`src/rtl/mole_round_scheduler.sv`:
```
// Whack-a-mole round sequencer: gap/show timing, LFSR mole pick, hit/miss judgement,
// saturating score, difficulty level and game-over, all on one clock.
module mole_round_scheduler #(
    parameter int GAP_CYCLES = 150000000,
    parameter int SHOW_BASE  = 200000000,
    parameter int MAX_MISSES = 3,
    parameter int CNT_W      = 30
) (
    input  logic       clock_i,
    input  logic       reset_i,
    input  logic       game_i,
    input  logic [2:0] button_i,
    output logic [2:0] moles_o,
    output logic [7:0] score_o,
    output logic [1:0] misses_o,
    output logic [1:0] level_o,
    output logic       game_over_o,
    output logic       round_done_o
);

    typedef enum logic [1:0] {IDLE, GAP, SHOW, OVER} state_t;

    localparam logic [CNT_W-1:0] GAP_LD   = CNT_W'(GAP_CYCLES - 1);
    localparam logic [CNT_W-1:0] SHOW_LEN = CNT_W'(SHOW_BASE);
    localparam logic [1:0]       MISS_LIM = 2'(MAX_MISSES);

    state_t           state_q, state_d;
    logic [CNT_W-1:0] cnt_q, cnt_d;
    logic [2:0]       lfsr_q, lfsr_d;
    logic [2:0]       btn_prev_q, btn_prev_d;
    logic [2:0]       moles_q, moles_d;
    logic [7:0]       score_q, score_d;
    logic [1:0]       misses_q, misses_d;
    logic [1:0]       level_q, level_d;
    logic             game_over_q, game_over_d;
    logic             round_done_q, round_done_d;

    logic [2:0]       edge_c;
    logic [2:0]       lfsr_nxt;
    logic [1:0]       miss_inc;

    function automatic logic [2:0] mole_of(input logic [2:0] v);
        case (v)
            3'd1, 3'd5:       mole_of = 3'b001;
            3'd3, 3'd4, 3'd6: mole_of = 3'b100;
            default:          mole_of = 3'b010;
        endcase
    endfunction

    function automatic logic [1:0] level_of(input logic [7:0] s);
        if (s <= 8'd2)       level_of = 2'd0;
        else if (s <= 8'd5)  level_of = 2'd1;
        else if (s <= 8'd10) level_of = 2'd2;
        else                 level_of = 2'd3;
    endfunction

    always_comb begin
        edge_c       = button_i & ~btn_prev_q;
        lfsr_nxt     = {lfsr_q[1:0], ~(lfsr_q[2] ^ lfsr_q[1])};
        miss_inc     = misses_q + 2'd1;
        state_d      = state_q;
        cnt_d        = cnt_q;
        lfsr_d       = lfsr_q;
        btn_prev_d   = button_i;
        moles_d      = moles_q;
        score_d      = score_q;
        misses_d     = misses_q;
        level_d      = level_of(score_q);
        game_over_d  = game_over_q;
        round_done_d = 1'b0;

        if (!game_i) begin
            state_d     = IDLE;
            cnt_d       = '0;
            lfsr_d      = '0;
            btn_prev_d  = '0;
            moles_d     = '0;
            score_d     = '0;
            misses_d    = '0;
            level_d     = '0;
            game_over_d = 1'b0;
        end else begin
            case (state_q)
                IDLE: begin
                    state_d = GAP;
                    cnt_d   = GAP_LD;
                end
                GAP: begin
                    moles_d = '0;
                    if (cnt_q == '0) begin
                        lfsr_d  = lfsr_nxt;
                        moles_d = mole_of(lfsr_nxt);
                        // show length follows the level at the moment the mole rises
                        cnt_d   = (SHOW_LEN >> level_q) - CNT_W'(1);
                        state_d = SHOW;
                    end else begin
                        cnt_d = cnt_q - CNT_W'(1);
                    end
                end
                SHOW: begin
                    if (cnt_q != '0) cnt_d = cnt_q - CNT_W'(1);
                    if (edge_c == moles_q) begin
                        score_d      = (score_q == 8'hFF) ? score_q : score_q + 8'd1;
                        moles_d      = '0;
                        round_done_d = 1'b1;
                        state_d      = GAP;
                        cnt_d        = GAP_LD;
                    end else begin
                        // a wrong press and the timeout may both land on the last cycle
                        if (edge_c != '0)
                            score_d = (score_q == 8'd0) ? score_q : score_q - 8'd1;
                        if (cnt_q == '0) begin
                            misses_d     = miss_inc;
                            moles_d      = '0;
                            round_done_d = 1'b1;
                            if (miss_inc == MISS_LIM) begin
                                state_d     = OVER;
                                game_over_d = 1'b1;
                            end else begin
                                state_d = GAP;
                                cnt_d   = GAP_LD;
                            end
                        end
                    end
                end
                OVER: begin
                    moles_d     = '0;
                    game_over_d = 1'b1;
                    level_d     = level_q;
                end
                default: state_d = IDLE;
            endcase
        end
    end

    always_ff @(posedge clock_i) begin
        if (reset_i) begin
            state_q      <= IDLE;
            cnt_q        <= '0;
            lfsr_q       <= '0;
            btn_prev_q   <= '0;
            moles_q      <= '0;
            score_q      <= '0;
            misses_q     <= '0;
            level_q      <= '0;
            game_over_q  <= 1'b0;
            round_done_q <= 1'b0;
        end else begin
            state_q      <= state_d;
            cnt_q        <= cnt_d;
            lfsr_q       <= lfsr_d;
            btn_prev_q   <= btn_prev_d;
            moles_q      <= moles_d;
            score_q      <= score_d;
            misses_q     <= misses_d;
            level_q      <= level_d;
            game_over_q  <= game_over_d;
            round_done_q <= round_done_d;
        end
    end

    assign moles_o      = moles_q;
    assign score_o      = score_q;
    assign misses_o     = misses_q;
    assign level_o      = level_q;
    assign game_over_o  = game_over_q;
    assign round_done_o = round_done_q;

endmodule

```
`config.mk`:
```
export PLATFORM = sky130hd
export DESIGN_NAME = mole_round_scheduler
export DESIGN_NICKNAME = d
export VERILOG_FILES = /design/src/rtl/mole_round_scheduler.sv
export SDC_FILE = /design/constraint.sdc
export NUM_CORES = 1
export LEC_CHECK = 0
export ABC_AREA = 0
export CORE_MARGIN = 8
export CORE_UTILIZATION = 62
export CTS_BUF_LIST = sky130_fd_sc_hd__clkbuf_4
export DETAILED_ROUTE_END_ITERATION = 10
export PLACE_DENSITY = 0.87
export SYNTH_ARGS = -nofsm -noshare
export SYNTH_HDL_FRONTEND = slang
export SYNTH_SLANG_ARGS = --single-unit
export TNS_END_PERCENT = 30
```
`constraint.sdc`:
```
create_clock -name clock_i -period 3.88 [get_ports clock_i]
set_clock_uncertainty 0.1 [all_clocks]
set_input_delay 0.582 -clock clock_i [delete_from_list [all_inputs] [get_ports clock_i]]
set_output_delay 0.582 -clock clock_i [all_outputs]
set_load 0.01 [all_outputs]
```
# Word level (Yosys, flattened, before mapping)
# Index checks and enable logic that the tools add are counted.
op_classes:
  addsub: 5
  order_cmp: 3
  eq_ne: 18
  shifts: 1
  mux: 29
  bitwise_logic: 7
  reduce_logical: 19
op_table:
  columns: ["operator", "count"]
  rows:
  - ["30-bit two-way mux", 5]
  - ["30-bit one-hot mux with 3 select lines", 1]
  - ["30-bit by 1-bit subtractor with 30-bit output, second input constant", 2]
  - ["8-bit two-way mux", 4]
  - ["30-bit logical NOT", 1]
  - ["30-bit nonzero test", 1]
  - ["28-bit by 2-bit right shift with 30-bit output, first input constant", 1]
  - ["2-bit two-way mux", 6]
  - ["2-bit != test, second input constant", 6]
  - ["3-bit equality test, second input constant", 3]
  - ["3-bit two-way mux", 3]
  - ["3-bit one-hot mux with 3 select lines", 1]
  - ["3-bit nonzero test", 3]
  - ["8-bit by 1-bit adder with 8-bit output, second input constant", 1]
  - ["8-bit equality test, second input constant", 1]
  - ["8-bit by 2-bit less-or-equal comparator with 1-bit output, second input constant", 1]
  - ["8-bit by 3-bit less-or-equal comparator with 1-bit output, second input constant", 1]
  - ["8-bit by 4-bit less-or-equal comparator with 1-bit output, second input constant", 1]
  - ["8-bit logical NOT", 1]
  - ["4-bit AND reduction", 2]
  - ["8-bit by 1-bit subtractor with 8-bit output, second input constant", 1]
  - ["2-bit equality test, second input constant", 3]
  - ["1-bit two-way mux", 6]
  - ["2-bit one-hot mux with 3 select lines", 1]
  - ["18 further kinds", 26]
word_totals:
  regBits: 55
  input_bits: 6
  out_inout_bits: 17
  elab_cells: 92

# Logic depth before layout (Yosys ltp)
# Gate-level depths: netlist of run 1.
depth:
  word_depth: 7
  ltp_mapped: 13
  depth_no_buf: 11

# Worst setup path before layout of run 1
# Ideal clock, no wire load.
synth_path:
  kind: "input-to-reg"
  startpoint: "input button_i[1]"
  endpoint: "register score_q[7] (netlist: score_o[7])"
  setup_ns: 0.064
  arrival_ns: 3.179
  required_time_ns: 3.716
  slack_ns: 0.537
  stages: 13
  path_buffers: 2
  cell_sequence: "nor2b_1 > xnor2_1 > and3_1 > clkbuf_1 > inv_1 > clkbuf_1 > ha_1 > a21oi_1 > o21ai_0 > a2111oi_0 > nor2_1 > or3_1 > nand4_1"
synth_between:
  elab_chain_cells: 4
  word_cells_on_any_way: 8
  cone_classes: "eq/ne (3); mux (1); bitwise (1); reduce/logical (3)"
synth_lines:
  columns: ["element", "line_no", "rtl"]
  rows:
  - ["from (decl)", "12", "input logic [2:0] button_i,"]
  - ["3-bit bitwise AND *", "58", "edge_c = button_i & ~btn_prev_q;"]
  - ["3-bit equality test or 3-bit nonzero test (tied branches)", "102, 110", null]
  - ["2-bit != test (no line) or 2-bit nonzero test (tied branches)", null, null]
  - ["4-bit AND reduction (no line)", null, null]
  - ["to (signal assigned)", "154", "score_q <= score_d;"]
  - ["to (decl)", "32", "logic [7:0] score_q, score_d;"]
# Every way passes the cells marked *; elsewhere a longest branch is shown, timed or not.
# A chain may end at the register's enable or synchronous reset.

# Final worst setup path of run 1
layout_path:
  startpoint: "register cnt_q[1]"
  endpoint: "register moles_q[2] (netlist: moles_o[2])"
layout_between:
  elab_chain_cells: 3
  word_cells_on_any_way: 5
  cone_classes: "eq/ne (1); mux (2); reduce/logical (2)"
layout_lines:
  columns: ["element", "line_no", "rtl"]
  rows:
  - ["from (decl)", "28", "logic [CNT_W-1:0] cnt_q, cnt_d;"]
  - ["from (signal assigned)", "150", "cnt_q <= cnt_d;"]
  - ["30-bit logical NOT *", "90, 112", null]
  - ["3-bit two-way mux or 3-bit != test (tied branches)", null, null]
  - ["3-bit one-hot mux with 3 select lines or 2-bit AND reduction (tied branches)", null, null]
  - ["to (signal assigned)", "153", "moles_q <= moles_d;"]
  - ["to (decl)", "31", "logic [2:0] moles_q, moles_d;"]
# Marks and branches as above.

==> results.tsv, run 1 <==
metric	value	unit
vias in the first global route	3614	
post-route clock period utilization	0.843	
Top FF cell, synth	dfxtp_1	
unique cell type count in the Yosys netlist	62	
die footprint	8570	um^2
drt drc	0	
hpwl dp	7870	um
final hold violations	0	
most frequent cells in the layout	55 x dfxtp_1, 46 x nor2_1, 40 x nand2_1, 38 x a21oi_1, 32 x o21ai_0	
Worst Path Class, Setup	reg -> reg	
routability cong.	1.04	
sequential fraction of the synthesis area	0.303	
PnR Total Power	1.15	mW
grt ovf	0	
area of the multi-input gates	2350	um^2
hold-critical path depth	1	
Final setup viols	0	
TritonCTS clock tree	done	
min Tclk post-route	3.27	ns
Buffers on Ports	22	
post-synthesis cell count	479	
EDFF count, synth	0	
Layout area overhead	10.9	%
MaxCap Viol Count	0	
clk sinks	55	
ranking of synthesized cells by area	dfxtp_1 30%, ha_1 5.5%, a21oi_1 5.2%	
slew margin rel.	0.386	
first drt pass iteration count	6	
Hold Buf Count CTS	0	
n_diodes	0	
post-CTS setup repair buffer count	0	
sequential power share	0.519	
hold path endpoint	cnt_q[29]$_SDFFE_PP0P_	
clock power share	0.280	
FP Rows	28	
PostCTS Resize Cnt	0	
Final #Nets	521	
Syn Area/Cell	7.59	um^2
Reg2Reg Capture Point	moles_o[2]$_SDFFE_PP0P_	
die span in y	92.6	um
io pins	23	
Async SR Flop Fraction	0	
Power per Cell Area	285	nW/um^2
syn nets	502	
commonest non-fill, non-tap cell in the layout	dfxtp_1	
Post-Route Setup TNS	0	ns
arrival time at the worst endpoint	3.49	ns
critical path fanouts, max	13	
Iteration-0 DRC Markers	394	
total global-route track usage	0.251	
Net Sw Frac	0.307	
Worst Path Required	4.10	ns
RR Startpoint	cnt_q[1]$_SDFFE_PP0P_	
area of the core	5780	um^2
Crit. End Element	flop	
FF+latch count, synth	55	
NetSw	0.353	mW
worst vdd ir	0.000188	V
Worst setup SP type	flop	
internal power	0.798	mW
CTS root buffer	clkbuf_4	
Hold Path Origin	cnt_q[29]$_SDFFE_PP0P_	
R2R depth	9	
fill count	484	
post-synth top area share	0.303	
measured slew at the worst slew-check pin	0.922	ns
Ys Warns	0	
outcome	completed	
vias	3835	
f_max	0.306	GHz
initial antenna violation count	0	
vias per inst	6.68	
Bufs on Longest Clock Path	2	
Die W	92.6	um
Total Wirelength	10600	um
WL per Instance	18.4	um
first-pass GRT wire length	17700	um
clk_lat worst skew	0.39	ns
Worst-path clk slew	0.17	ns
largest net degree at the start of global routing	22	
fraction of layout cells with a size suffix above 1	0.0581	
H-tree depth	2	
Mapped Area	3640	um^2
FF-to-FF setup slack	0.61	ns
utilization after layout	0.698	
worst hold path type	reg -> reg	
unrepaired setup endpoints after global routing	false	
Starting Density	0.629	
max-slew violations	0	
Synth area leader	dfxtp_1	
DRT antenna net count	0	
static leakage	1.51	nW
sequential cell area	1100	um^2
Comb power frac	0.201	
total CTS buffers	5	
[worst max-delay path, cell delays in order, from the launching register on]
cell and delay (ns):
dfxtp_1 0.36, inv_1 0.10, ha_1 0.20, nor3b_1 0.50, nand4_1 0.46, nor3_4 0.35
buf_4 0.25, nor3_1 0.17, or4b_1 0.53, a21oi_1 0.18
[metal layers]
| metal | share of wire | global-route usage |
|---|---|---|
| met5 | 0 | 0 |
| met1 | 0.40 | 0.303 |
| met4 | 0.028 | 0.105 |
| met2 | 0.49 | 0.432 |
| met3 | 0.073 | 0.0380 |
[sequential cells by signal (all words and copies together) (netlist names)]
signal,flops
btn_prev_q,3
cnt_q,30
game_over_o,1
level_o,2
lfsr_q,3
misses_o,2
moles_o,3
round_done_o,1
score_o,8
state_q,2
[through the flow]
| step | std cells | setup WS (ns) | hold WS, ns | cell area, um^2 |
|---|---|---|---|---|
| floorplan | 479 | 0.537 | 0.339 | 3640 |
| global placement | 566 | 0.383 | 0.365 | 3960 |
| detailed placement | 566 | 0.281 | 0.360 | 3960 |
| CTS | 574 | 0.686 | 0.384 | 4030 |
| global route | 574 | 0.431 | 0.410 | 4030 |
| finish | 574 | 0.609 | 0.383 | 4030 |
[cells in the mapped netlist (10+ instances only)]
cell and number:
a21oi_1 38, a31oi_1 17, clkbuf_1 18, dfxtp_1 55
ha_1 16, inv_1 24, nand2_1 40, nand3_1 10
nand4_1 10, nor2_1 46, nor3_1 22, o21ai_0 32
xnor2_1 14
[logic make-up (layout without fill, tap and decap cells)]
family / after synthesis / count (layout) / share of synthesized area
and+or+nand+nor: 190 / 190 / 0.272
AOI/OAI and AO/OA: 143 / 143 / 0.250
DFF: 55 / 55 / 0.303
buffers and inverters: 49 / 69 / 0.0519
xor gates and xnor gates: 18 / 18 / 0.0433
adders and majority gates: 17 / 17 / 0.0605
muxes: 7 / 7 / 0.0196
[power groups by stage]
stage / registers (mW) / logic, mW / clock network (mW)
2_1_floorplan: 0.604 / 0.167 / 0
3_3_place_gp: 0.608 / 0.218 / 0
3_5_place_dp: 0.609 / 0.224 / 0
4_1_cts: 0.597 / 0.225 / 0.321
5_1_grt: 0.600 / 0.253 / 0.342
6_report: 0.598 / 0.231 / 0.322
[worst max-delay path by stage]
stage	start	end	slack, ns	cells past startpoint
2_1_floorplan	button_i[1]	score_o[7]$_SDFFE_PP0P_	0.54	13
3_3_place_gp	button_i[2]	score_o[7]$_SDFFE_PP0P_	0.38	12
3_5_place_dp	button_i[1]	score_o[7]$_SDFFE_PP0P_	0.28	12
4_1_cts	button_i[1]	score_o[7]$_SDFFE_PP0P_	0.69	12
5_1_grt	cnt_q[1]$_SDFFE_PP0P_	moles_o[0]$_SDFFE_PP0P_	0.43	9
6_report	cnt_q[1]$_SDFFE_PP0P_	moles_o[2]$_SDFFE_PP0P_	0.61	9
[cell type report]
type / count / share of cell area
Tap cell: 75 / 0.0233
Clock buffer: 5 / 0.00931
Clock inverter: 3 / 0.00962
Timing Repair Buffer: 35 / 0.0788
Sequential cell: 55 / 0.273
Multi-Input combinational cell: 375 / 0.582
Inverter: 26 / 0.0242
Power figures use the tool's default switching activity.
==> run 2, diff against run 1 <==
Clock period 3.88 ns to 3.3 ns, I/O delays scaled along.
==> run 2 against run 1 <==
Compared with the run above: wire length increased by 4.5%; register-to-register slack lost 0.28 ns; non-clock buffer count increased by 20; critical path type is now in -> reg; combinational power grew 30%; via count up 5.0%; sequential power up 18%; die area did not move; sequential share of layout area is 0.98 points lower; global-route usage is 0.95 points higher; first-iteration DRC count is 32% higher; clock power is 20% higher.
==> results.tsv, run 2 (synthesized netlist as in run 1, its figures left out) <==
metric	value	unit	change
die footprint	8570	um^2	unchanged
n_diodes	0		unchanged
Final setup viols	0		unchanged
vias in the first global route	3739		+3.5%
vias per inst	6.79		+1.6%
Crit. End Element	flop		
post-route clock period utilization	0.913		
routability cong.	0.998		-3.7%
die span in y	92.6	um	unchanged
first-pass GRT wire length	18100	um	+2.0%
Worst Slack Setup Final	0.286	ns	-0.323 ns
vias	4025		+5.0%
Bufs on Longest Clock Path	2		unchanged
final instance area	4180	um^2	+3.7%
hpwl dp	8200	um	+4.2%
CTS root buffer	clkbuf_4		
WL per Instance	18.6	um	+1.1%
largest net degree at the start of global routing	24		+9.1%
TritonCTS clock tree	done		
worst vdd ir	0.000258	V	+37%
pre-CTS WS	-0.109	ns	-0.391 ns
critical path fanouts, max	6		-7
Power per Cell Area	332	nW/um^2	+16%
critical path launch point	button_i[1]		
Die W	92.6	um	unchanged
Final #Nets	541		+3.8%
PostCTS Resize Cnt	0		unchanged
drt drc	0		unchanged
Iteration-0 DRC Markers	522		+32%
min Tclk post-route	3.01	ns	
MaxCap Viol Count	0		unchanged
area of the core	5780	um^2	unchanged
FP Rows	28		unchanged
Total Wirelength	11000	um	+4.5%
fraction of layout cells with a size suffix above 1	0.0946		+0.0365
most frequent cells in the layout	55 x dfxtp_1, 46 x nor2_1, 40 x nand2_1, 38 x a21oi_1, 33 x buf_4		
Worst Path Required	3.49	ns	-0.61 ns
io pins	23		unchanged
max-slew violations	0		unchanged
Layout area overhead	15.0	%	
Hold Buf Count CTS	0		unchanged
total CTS buffers	5		unchanged
total global-route track usage	0.260		+0.00954
Largest register FFs	30		unchanged
initial antenna violation count	0		unchanged
Hold Path Origin	cnt_q[28]$_SDFFE_PP0P_		
final hold violations	0		unchanged
Worst Path Class, Setup	in -> reg		
slew margin rel.	0.514		+0.129
measured slew at the worst slew-check pin	0.728	ns	-0.193 ns
clk_lat worst skew	0.40	ns	about the same
f_max	0.332	GHz	
static leakage	1.61	nW	+6.2%
Starting Density	0.629		unchanged
outcome	completed		
Post-DP Area	4110	um^2	+3.8%
worst hold path type	reg -> reg		
Buffers on Ports	22		unchanged
commonest non-fill, non-tap cell in the layout	dfxtp_1		
clk sinks	55		unchanged
DRT antenna net count	0		unchanged
grt ovf	0		unchanged
Biggest register	cnt_q		
first drt pass iteration count	5		-1
Worst setup SP type	input port		
RR Startpoint	cnt_q[0]$_SDFFE_PP0P_		
arrival time at the worst endpoint	3.20	ns	-0.29 ns
H-tree depth	2		unchanged
Worst-path clk slew	0.15	ns	-0.02 ns
post-CTS setup repair buffer count	0		unchanged
## run 2: changes by cell type in the layout (fill, tap and decap cells not counted), sizes merged
cell	before	now
buf	13	33
clkinv	3	1
clkbuf	5	6
## run 2: worst paths after layout
path	endpoint	slack, ns	depth (start not counted)
setup / recovery	score_o[7]$_SDFFE_PP0P_	0.29	13
setup reg to reg	cnt_q[25]$_SDFFE_PP0P_	0.33	6
hold reg to reg	cnt_q[28]$_SDFFE_PP0P_	0.39	1
hold / removal	cnt_q[28]$_SDFFE_PP0P_	0.39	1
## run 2: cell type report
type,instances,area (um^2)
Timing Repair Buffer,55,468
Tap cell,75,93.8
Multi-Input combinational cell,375,2350
Clock inverter,1,30.0
Inverter,26,97.6
Sequential cell,55,1100
Clock buffer,6,45.0
Fill cell,484,1600
## run 2: power breakdown
part	switching, mW	leakage (nW)	internal [mW]
sequential	0.0211	0.447	0.682
clock	0.221	0.0417	0.165
combinational	0.181	1.12	0.119
## run 2: worst max-delay path: stages
cell and delay (ns):
clkdlybuf4s50_1 0.46, nor2b_1 0.19, xnor2_1 0.17, and3_1 0.21
inv_1 0.12, ha_1 0.30, a21oi_1 0.20, o21ai_0 0.13
a2111oi_1 0.40, nor2_1 0.12, buf_4 0.16, mux2i_1 0.15
nand4_1 0.11
## run 2: stage by stage
step	hold WS (ns)	utilization	setup TNS [ns]	std cells	power, mW
5_1_grt	0.417	0.724	-0.0125	593	1.44
3_5_place_dp	0.369	0.711	-0.141	586	1.01
2_1_floorplan	0.339	-	0	479	0.907
6_report	0.387	0.724	0	593	1.39
3_3_place_gp	0.356	0.711	0	586	0.996
4_1_cts	0.389	0.724	0	593	1.37
## run 2: routing by layer
metal / vias to the layer above / share of wire / global-route usage
li1: 1848 / - / -
met1: 1901 / 0.39 / 0.308
met2: 222 / 0.48 / 0.428
met3: 54 / 0.086 / 0.0623
met4: 0 / 0.040 / 0.134
met5: - / 0 / 0
